===== config.mk =====
export PLATFORM = sky130hd
export DESIGN_NAME = sct_tank_flat
export DESIGN_NICKNAME = d
export VERILOG_FILES = /design/src/rtl/edsac_timing_pkg.sv /design/src/rtl/sct_tank_if.sv /design/src/rtl/serial_incrementer.sv /design/src/rtl/sct_tank.sv /design/src/flat_wrapper.sv
export SDC_FILE = /design/constraint.sdc
export NUM_CORES = 1
export LEC_CHECK = 0
export CAP_MARGIN = 5
export CORE_ASPECT_RATIO = 1.5
export CORE_MARGIN = 2
export CORE_UTILIZATION = 35
export CTS_CLUSTER_DIAMETER = 200
export DETAILED_ROUTE_END_ITERATION = 6
export GPL_TIMING_DRIVEN = 0
export PLACE_DENSITY = 0.52
export SETUP_SLACK_MARGIN = 0.1
export SLEW_MARGIN = 30
export SYNTH_ARGS = -nofsm -noshare
export SYNTH_HDL_FRONTEND = slang
export SYNTH_SLANG_ARGS = --single-unit

===== constraint.sdc =====
create_clock -name clk -period 2.25 [get_ports clk]
set_clock_uncertainty 0.15 [all_clocks]
set_input_delay 0.3375 -clock clk [delete_from_list [all_inputs] [get_ports clk]]
set_output_delay 0.3375 -clock clk [all_outputs]
set_load 0.01 [all_outputs]

===== src/rtl/edsac_timing_pkg.sv =====
// Shared EDSAC timing constants: half-cycle geometry, digit-pulse positions
// and the operation codes used by the Sequence Control Tank.
package edsac_timing_pkg;

   localparam int ADDR_W       = 10;
   localparam int HALF_LEN     = 18;
   localparam int ADDR_LSB_POS = 1;

   localparam int MAJOR_LEN    = 2 * HALF_LEN;
   localparam int D0_PI        = 0;
   localparam int D18_PI       = HALF_LEN;

   typedef enum logic [1:0] {
      OP_IDLE = 2'd0,
      OP_INC  = 2'd1,
      OP_JUMP = 2'd2
   } op_e;

endpackage


===== src/rtl/sct_tank_if.sv =====
// MCU-side request/acknowledge bundle of the Sequence Control Tank.
interface sct_tank_if;
   logic inc_req;
   logic jump_req;
   logic jump_data;
   logic sct_ack;
   logic busy;

   modport master (output inc_req, jump_req, jump_data, input sct_ack, busy);
   modport slave  (input inc_req, jump_req, jump_data, output sct_ack, busy);
endinterface


===== src/rtl/serial_incrementer.sv =====
// Bit-serial add-one stage: LSB-first stream in, incremented stream out.
module serial_incrementer (
   input  logic clk,
   input  logic rst_n,
   input  logic bit_i,
   input  logic carry_set_i,
   input  logic carry_clr_i,
   output logic bit_o
);

   logic carry_q, carry_d;

   assign bit_o = bit_i ^ carry_q;

   // Set wins over clear so a start at the half boundary always arms the carry.
   always_comb begin
      carry_d = bit_i & carry_q;
      if (carry_clr_i) carry_d = 1'b0;
      if (carry_set_i) carry_d = 1'b1;
   end

   always_ff @(posedge clk or negedge rst_n) begin
      if (!rst_n) carry_q <= 1'b0;
      else        carry_q <= carry_d;
   end

endmodule


===== src/rtl/sct_tank.sv =====
// Sequence Control Tank: recirculating serial order address with serial
// increment and jump updates, presented LSB first to the Coincidence Unit.
module sct_tank #(
   parameter int ADDR_W   = edsac_timing_pkg::ADDR_W,
   parameter int HALF_LEN = edsac_timing_pkg::HALF_LEN
) (
   input  logic      clk,
   input  logic      rst_n,
   input  logic      d0,
   input  logic      d18,
   output logic      sct,
   sct_tank_if.slave mcu
);
   import edsac_timing_pkg::*;

   localparam int HPOS_W = $clog2(HALF_LEN);
   localparam logic [HPOS_W-1:0] HP_MAX   = HPOS_W'(HALF_LEN - 1);
   localparam logic [HPOS_W-1:0] HP_FIRST = HPOS_W'(ADDR_LSB_POS);
   localparam logic [HPOS_W-1:0] HP_LAST  = HPOS_W'(ADDR_LSB_POS + ADDR_W - 1);
   localparam logic [HPOS_W-1:0] HP_ACK   = HPOS_W'(ADDR_LSB_POS + ADDR_W);

   logic [HPOS_W-1:0]   hpos_q, hpos;
   logic [HALF_LEN-1:0] line_q, line_d;
   op_e                 op_q, op_d;
   logic                inc_pend_q, inc_pend_d;
   logic                jump_pend_q, jump_pend_d;
   logic                in_field, at_start, at_ack;
   logic                line_bit, inc_bit, wr_bit;
   logic                carry_set, carry_clr;

   // Position within the current half; digit pulses realign it to 0.
   always_comb begin
      hpos = '0;
      if (!(d0 || d18)) hpos = (hpos_q == HP_MAX) ? HP_MAX : hpos_q + 1'b1;
   end

   assign in_field = (hpos >= HP_FIRST) && (hpos <= HP_LAST);
   assign at_start = (hpos == '0);
   assign at_ack   = (hpos == HP_ACK);
   assign line_bit = line_q[0];
   assign sct      = in_field & line_bit;
   assign mcu.busy = inc_pend_q | jump_pend_q | (op_q != OP_IDLE);

   // Pending flags hand over to the active op at its start, so a request that
   // lands during an active half is kept for the next one.
   always_comb begin
      op_d        = op_q;
      inc_pend_d  = inc_pend_q  | mcu.inc_req;
      jump_pend_d = jump_pend_q | mcu.jump_req;
      carry_set   = 1'b0;
      mcu.sct_ack = 1'b0;
      case (op_q)
         OP_IDLE: begin
            if (at_start && (jump_pend_q || inc_pend_q)) begin
               if (jump_pend_q) begin
                  op_d = OP_JUMP;
               end else begin
                  op_d      = OP_INC;
                  carry_set = 1'b1;
               end
               inc_pend_d  = mcu.inc_req;
               jump_pend_d = mcu.jump_req;
            end
         end
         default: begin
            if (at_ack) begin
               op_d        = OP_IDLE;
               mcu.sct_ack = 1'b1;
            end
         end
      endcase
   end

   assign carry_clr = !in_field || (hpos == HP_LAST);

   serial_incrementer u_inc (
      .clk         (clk),
      .rst_n       (rst_n),
      .bit_i       (line_bit),
      .carry_set_i (carry_set),
      .carry_clr_i (carry_clr),
      .bit_o       (inc_bit)
   );

   // Outside the address field the line is always rewritten with zeros.
   always_comb begin
      wr_bit = 1'b0;
      if (in_field) wr_bit = (op_q == OP_JUMP) ? mcu.jump_data : inc_bit;
   end

   assign line_d = {wr_bit, line_q[HALF_LEN-1:1]};

   always_ff @(posedge clk or negedge rst_n) begin
      if (!rst_n) begin
         hpos_q      <= '0;
         line_q      <= '0;
         op_q        <= OP_IDLE;
         inc_pend_q  <= 1'b0;
         jump_pend_q <= 1'b0;
      end else begin
         hpos_q      <= hpos;
         line_q      <= line_d;
         op_q        <= op_d;
         inc_pend_q  <= inc_pend_d;
         jump_pend_q <= jump_pend_d;
      end
   end

endmodule


===== src/flat_wrapper.sv =====
// flat-port wrapper written by rule: the top's interface ports become plain ports
module sct_tank_flat import edsac_timing_pkg::*;
#(
   parameter int ADDR_W   = edsac_timing_pkg::ADDR_W,
   parameter int HALF_LEN = edsac_timing_pkg::HALF_LEN
)
  (clk, rst_n, d0, d18, sct, mcu_inc_req, mcu_jump_req, mcu_jump_data, mcu_sct_ack, mcu_busy);
  sct_tank_if mcu_i ();
  input  logic clk;
  input  logic rst_n;
  input  logic d0;
  input  logic d18;
  output logic sct;
  input wire logic [$bits(mcu_i.inc_req)-1:0] mcu_inc_req;
  input wire logic [$bits(mcu_i.jump_req)-1:0] mcu_jump_req;
  input wire logic [$bits(mcu_i.jump_data)-1:0] mcu_jump_data;
  output wire logic [$bits(mcu_i.sct_ack)-1:0] mcu_sct_ack;
  output wire logic [$bits(mcu_i.busy)-1:0] mcu_busy;
  assign mcu_i.inc_req = mcu_inc_req;
  assign mcu_i.jump_req = mcu_jump_req;
  assign mcu_i.jump_data = mcu_jump_data;
  assign mcu_sct_ack = mcu_i.sct_ack;
  assign mcu_busy = mcu_i.busy;
  sct_tank #(.ADDR_W(ADDR_W), .HALF_LEN(HALF_LEN)) u_core (.clk(clk), .rst_n(rst_n), .d0(d0), .d18(d18), .sct(sct), .mcu(mcu_i));
endmodule

# == Word-level counts from Yosys, hierarchy flattened ==
# Cells that the tools add are included.
# word_totals
regBits,28
latchBits,0
mem_bits_rw,0
mem_bits_ro,0
inputBits,7
out_inout_bits,3
wordCells,51
memories,0
# op_classes
add_sub_neg,1
n_mul,0
div_mod_pow,0
n_lt_le_gt_ge,2
n_eq_ne,5
shifts,0
muxes,19
n_bitwise,7
n_reduce_logical,11
# ops
op,count
1-bit two-way mux,13
"5-bit by 4-bit equality test with 1-bit output, second input constant",2
5-bit two-way mux,2
2-bit two-way mux,4
"5-bit by 1-bit adder with 5-bit output, second input constant",1
"5-bit equality test, second input constant",1
"5-bit by 1-bit greater-or-equal comparator with 1-bit output, second input constant",1
"5-bit by 4-bit less-or-equal comparator with 1-bit output, second input constant",1
5-bit zero test,1
1-bit OR,4
2-bit nonzero test,2
1-bit logical OR,3
1-bit bitwise AND,2
"2-bit equality test, second input constant",1
1-bit logical AND,2
2-bit zero test,1
"2-bit by 1-bit inequality test with 1-bit output, second input constant",1
2-bit AND reduction,1
1-bit zero test,1
1-bit XOR,1

# == Logic depth before layout (Yosys ltp) ==
# depth
ltp_word,9
ltp_mapped,6
ltp_nobuf,6

# == By module ==
# A second synthesis with hierarchy kept.
# unflattened
cells_unflattened,89
area_unflattened_um2,1129.8
# modules_own_cells
module,n_inst,cells_each,area_each_um2,seq_area_each_um2
sct_tank,1,85,1081.0,675.6
serial_incrementer,1,4,48.8,25.0

# == Least setup slack after synthesis ==
# OpenSTA, ideal clock, no wires.
# synth_path
path_kind,register -> output
startpoint,register u_core.hpos_q[1]
endpoint,output sct
arrival_time_ns,1.842
required_time_ns,1.762
setup_slack_ns,-0.080
stages_incl_launch_ff,6
path_cell_list,dfrtp_1 > ha_1 > nor4b_4 > o211ai_1 > or3b_4 > a211oi_1
# synth_between
elab_chain_cells,6
# synth_lines
item,line,source
start: declaration,sct_tank.sv:22,"logic [HPOS_W-1:0] hpos_q, hpos;"
start signal: assignment,sct_tank.sv:101,hpos_q <= hpos;
5-bit by 1-bit adder with 5-bit output or 5-bit equality test (tied branches),sct_tank.sv:34,if (!(d0 || d18)) hpos = (hpos_q == HP_MAX) ? HP_MAX : hpos_q + 1'b1;
5-bit two-way mux (*) (2 in series),sct_tank.sv:34,
5-bit by 1-bit greater-or-equal comparator with 1-bit output or 5-bit by 4-bit less-or-equal comparator with 1-bit output (tied branches),sct_tank.sv:37,assign in_field = (hpos >= HP_FIRST) && (hpos <= HP_LAST);
1-bit logical AND (*),sct_tank.sv:37,
1-bit bitwise AND (*),sct_tank.sv:41,assign sct = in_field & line_bit;
end: declaration,flat_wrapper.sv:13,output logic sct;
# Every way passes the cells marked *; elsewhere a longest branch is shown, timed or not.

# == Final worst setup path ==
# Same ends and word-level chain as after synthesis.

==> summary.txt <==
Status
  – Status: complete, but fails checks
  – Failing checks: negative setup slack

Global route
  – Vias in the first global route: 814
  – Initial antenna violation count: 0
  – Largest net degree at the start of global routing: 29
  – GRT Overall Usage: 14.5%
  – Total global routing overflow: 0
  – First-pass GRT wire length: 3910 um

Floorplan
  – Die height: 73.5 um
  – # rows: 25
  – CORE AREA: 3130 um2
  – Die area: 3700 um2
  – Initial Util: 36.0%
  – Number of top-level pins: 10
  – Die Width: 50.3 um

Yosys
  – Syn_nets: 100
  – Compound-gate portion of the synthesized area: 13.7%
  – Most used DFF post-synth: dfrtp_1
  – Synthesized flop and latch total: 28
  – Top-area cell type share of the netlist area: approximately 62%
  – Xor/xnor cell area share of the yosys netlist: 3.11%
  – Distinct cell type count after synthesis: 35
  – Syn Area/Cell: 12.5 um2
  – Post-Syn Instances: 90
  – Most numerous cell in the Yosys netlist: dfrtp_1
  – Post-synth ARST share: 100%
  – Mapped cell area: 1130 um2
  – Post-Synth Simple-Gate Area: 15.2%
  – Yosys warning count: 0
  – Synth cell count leaders: dfrtp_1 (28), nor2_1 (7), a21oi_1 (4)
  – Multiplexer share of the synthesized area: 0%
  – Area contributors post-synth: dfrtp_1 (62%), ha_1 (3.3%), nor2_1 (2.3%), xnor2_1 (2.3%), nor4b_4 (2.1%)
  – Largest family of logic cells by synthesized area: simple AND/OR/NAND/NOR gates
  – Adder-Cell Fraction of Synth Area: 3.33%
  – Post-synth EDFFs: 0
  – Sequential area share after synthesis: 62.2%
  – Post-synth top area cell: dfrtp_1

Placement
  – Pre-CTS WS: -0.604 ns
  – DP HPWL: 1460 um
  – GPL Wtd Cong: 0.737
  – IO buf count: 9

Timing
  – Final Hold Viols: 0
  – Slew Viols, Final: 0
  – Post-route minimum period: 2.58 ns
  – WHS: 0.206 ns
  – Period utilization: 115%
  – Setup slack after layout: -0.330 ns
  – Final-report setup violation count: 2
  – Slew @ Worst Pin: 0.598 ns
  – Unrepaired setup endpoints after global routing: yes
  – Rel. slew slack: 60.1%
  – Max frequency: 388 MHz

Clocking
  – Root Buffer Master: clkbuf_8
  – CTS Buf Count: 3
  – Clock Path Buffers: 2
  – Clk sinks: 28
  – Clock latency on the worst-skew pair: 0.27 ns
  – Clk pin slew, worst setup/hold paths: 0.09 ns
  – TritonCTS clock tree: built
  – H-tree depth: 1

Min path
  – Hold path endpoint: u_core.line_q[11]
  – Hold path cells: 0
  – HP Class: reg2reg
  – Min-delay src: u_core.line_q[12]

Drt
  – ANT nets after route: 0
  – Drt wl/cell: 14.8 um
  – Routed wire length: 2230 um
  – Drt pass-1 iters: 4
  – Initial DRC Count: 11
  – DRC viols: 0
  – Vias per cell: roughly 5
  – Via count: 755

Worst setup path
  – Worst Path Class, Setup: reg2out
  – R2R Path End: u_core.line_q[17]
  – CP max stage cell: dfrtp_2
  – Worst reg2reg setup slack: 0.06 ns
  – Worst EP arrival: around 2.1 ns
  – Crit Path Max Fanout: 4
  – Delay-heaviest family, CP: simple AND/OR/NAND/NOR gates
  – CP startpoint kind: flop
  – Slowest cell delay on critical path: between 0.4 and 0.5 ns
  – Crit. End Element: output pin
  – Critical path, cell by cell: ha_4, nor4b_4, o211ai_1, or3b_4, a211oi_4, buf_2
  – Reg2Reg Depth: 6
  – CP Buf/Inv Count: 1
  – Reg-to-reg critical path startpoint: u_core.hpos_q[1]
  – Critical path data required time: between 1.5 and 2 ns

Power and ir drop
  – Pwr dens: 641 nW/um2
  – Peak supply drop: about 0.31 mV
  – LEAKAGE: 0.628 nW

Layout
  – N_diodes: 0
  – Area grow syn2layout: 31.2%
  – Util after Layout: 47.3%
  – Layout cell share with drive strength beyond 1: 30.6%
  – Seq. cell area: 703 um2
  – Area of the multi-input gates: between 400 and 500 um2
  – Filler cell count: 291
  – Count of nets after finishing: 122

Flow run
  – # Max-Cap Violations: 0
cell usage in the layout, fill, tap and decap left out, types with 2 or more instances in the layout:
cell and instances:
a21oi_1 4, and2_1 3, buf_2 5, buf_4 7
clkbuf_8 3, clkdlybuf4s50_1 5, dfrtp_1 26, dfrtp_2 2
ha_4 2, inv_1 2, nand2_1 3, nand3_1 3
nor2_1 7, o211ai_1 2, o22ai_1 2, o31ai_1 2
or2_2 2, xnor2_1 3
area by class of cell:
class                      instances  area share, %
sequential                        28           47.5
multi-input combinational         56           32.8
timing repair buffer              17           9.48
tap                               40           3.38
clock buffer                       3           2.79
clock inverter                     1           2.03
buffer                             3           1.18
inverter                           3          0.761
flip-flops by register name (all words and copies together) (netlist names):
signal / flops
u_core.op_q: 2
u_core.u_inc.carry_q: 1
u_core.inc_pend_q: 1
u_core.line_q: 18
u_core.hpos_q: 5
u_core.jump_pend_q: 1
timing repair:
| action | in CTS | in global routing |
|---|---|---|
| endpoints found under the hold margin | 28 | 0 |
| setup buffers | 7 | 1 |
| setup endpoints to repair | 5 | 4 |
| resized for setup | 20 | 3 |
| pin swaps | 5 | 0 |
| hold buffers | 1 | 0 |
metal layers:
metal | vias to the layer above | global-route usage (%) | share of wire (%) | wire length (um)
met5 | - | 0 | 0 | 0
met4 | 0 | 6.31 | 1.4 | 31
met3 | 4 | 3.05 | 4.4 | 99
met2 | 14 | 26.3 | 54 | 1210
met1 | 375 | 16.1 | 40 | 892
li1 | 362 | - | - | -
kinds of logic after synthesis:
group           after synthesis
compound gates               21
xor+xnor                      4
fa+ha+maj                     3
flops                        28
buf+inv                       6
simple gates                 28
stage by stage:
step / total power, mW / TNS [ns] / cells / area (um2)
detailed placement: 0.558 / -1.02 / 139 / 1280
floorplan: 0.533 / 0 / 90 / 1140
global route: 0.986 / -0.761 / 151 / 1480
global placement: 0.559 / -1.03 / 139 / 1280
CTS: 0.961 / -0.388 / 150 / 1450
finish: 0.949 / -0.467 / 151 / 1480
worst max-delay path by stage:
stage,cells past startpoint,endpoint,slack (ns),start
after floorplan,5,sct,0.07,u_core.hpos_q[1]
after global placement,7,sct,-0.61,u_core.hpos_q[1]
after detailed placement,7,sct,-0.60,u_core.hpos_q[1]
after CTS,6,sct,-0.35,u_core.hpos_q[0]
after global routing,6,sct,-0.45,u_core.hpos_q[1]
final,6,sct,-0.33,u_core.hpos_q[1]
power by group:
| part | switching, mW | internal (mW) | total [mW] |
|---|---|---|---|
| clock | 0.152 | 0.238 | 0.390 |
| sequential | 0.00286 | 0.505 | 0.508 |
| combinational | 0.0297 | 0.0211 | 0.0507 |
| total | 0.185 | 0.764 | 0.949 |
Note: power is estimated with default switching activity, not from simulation.
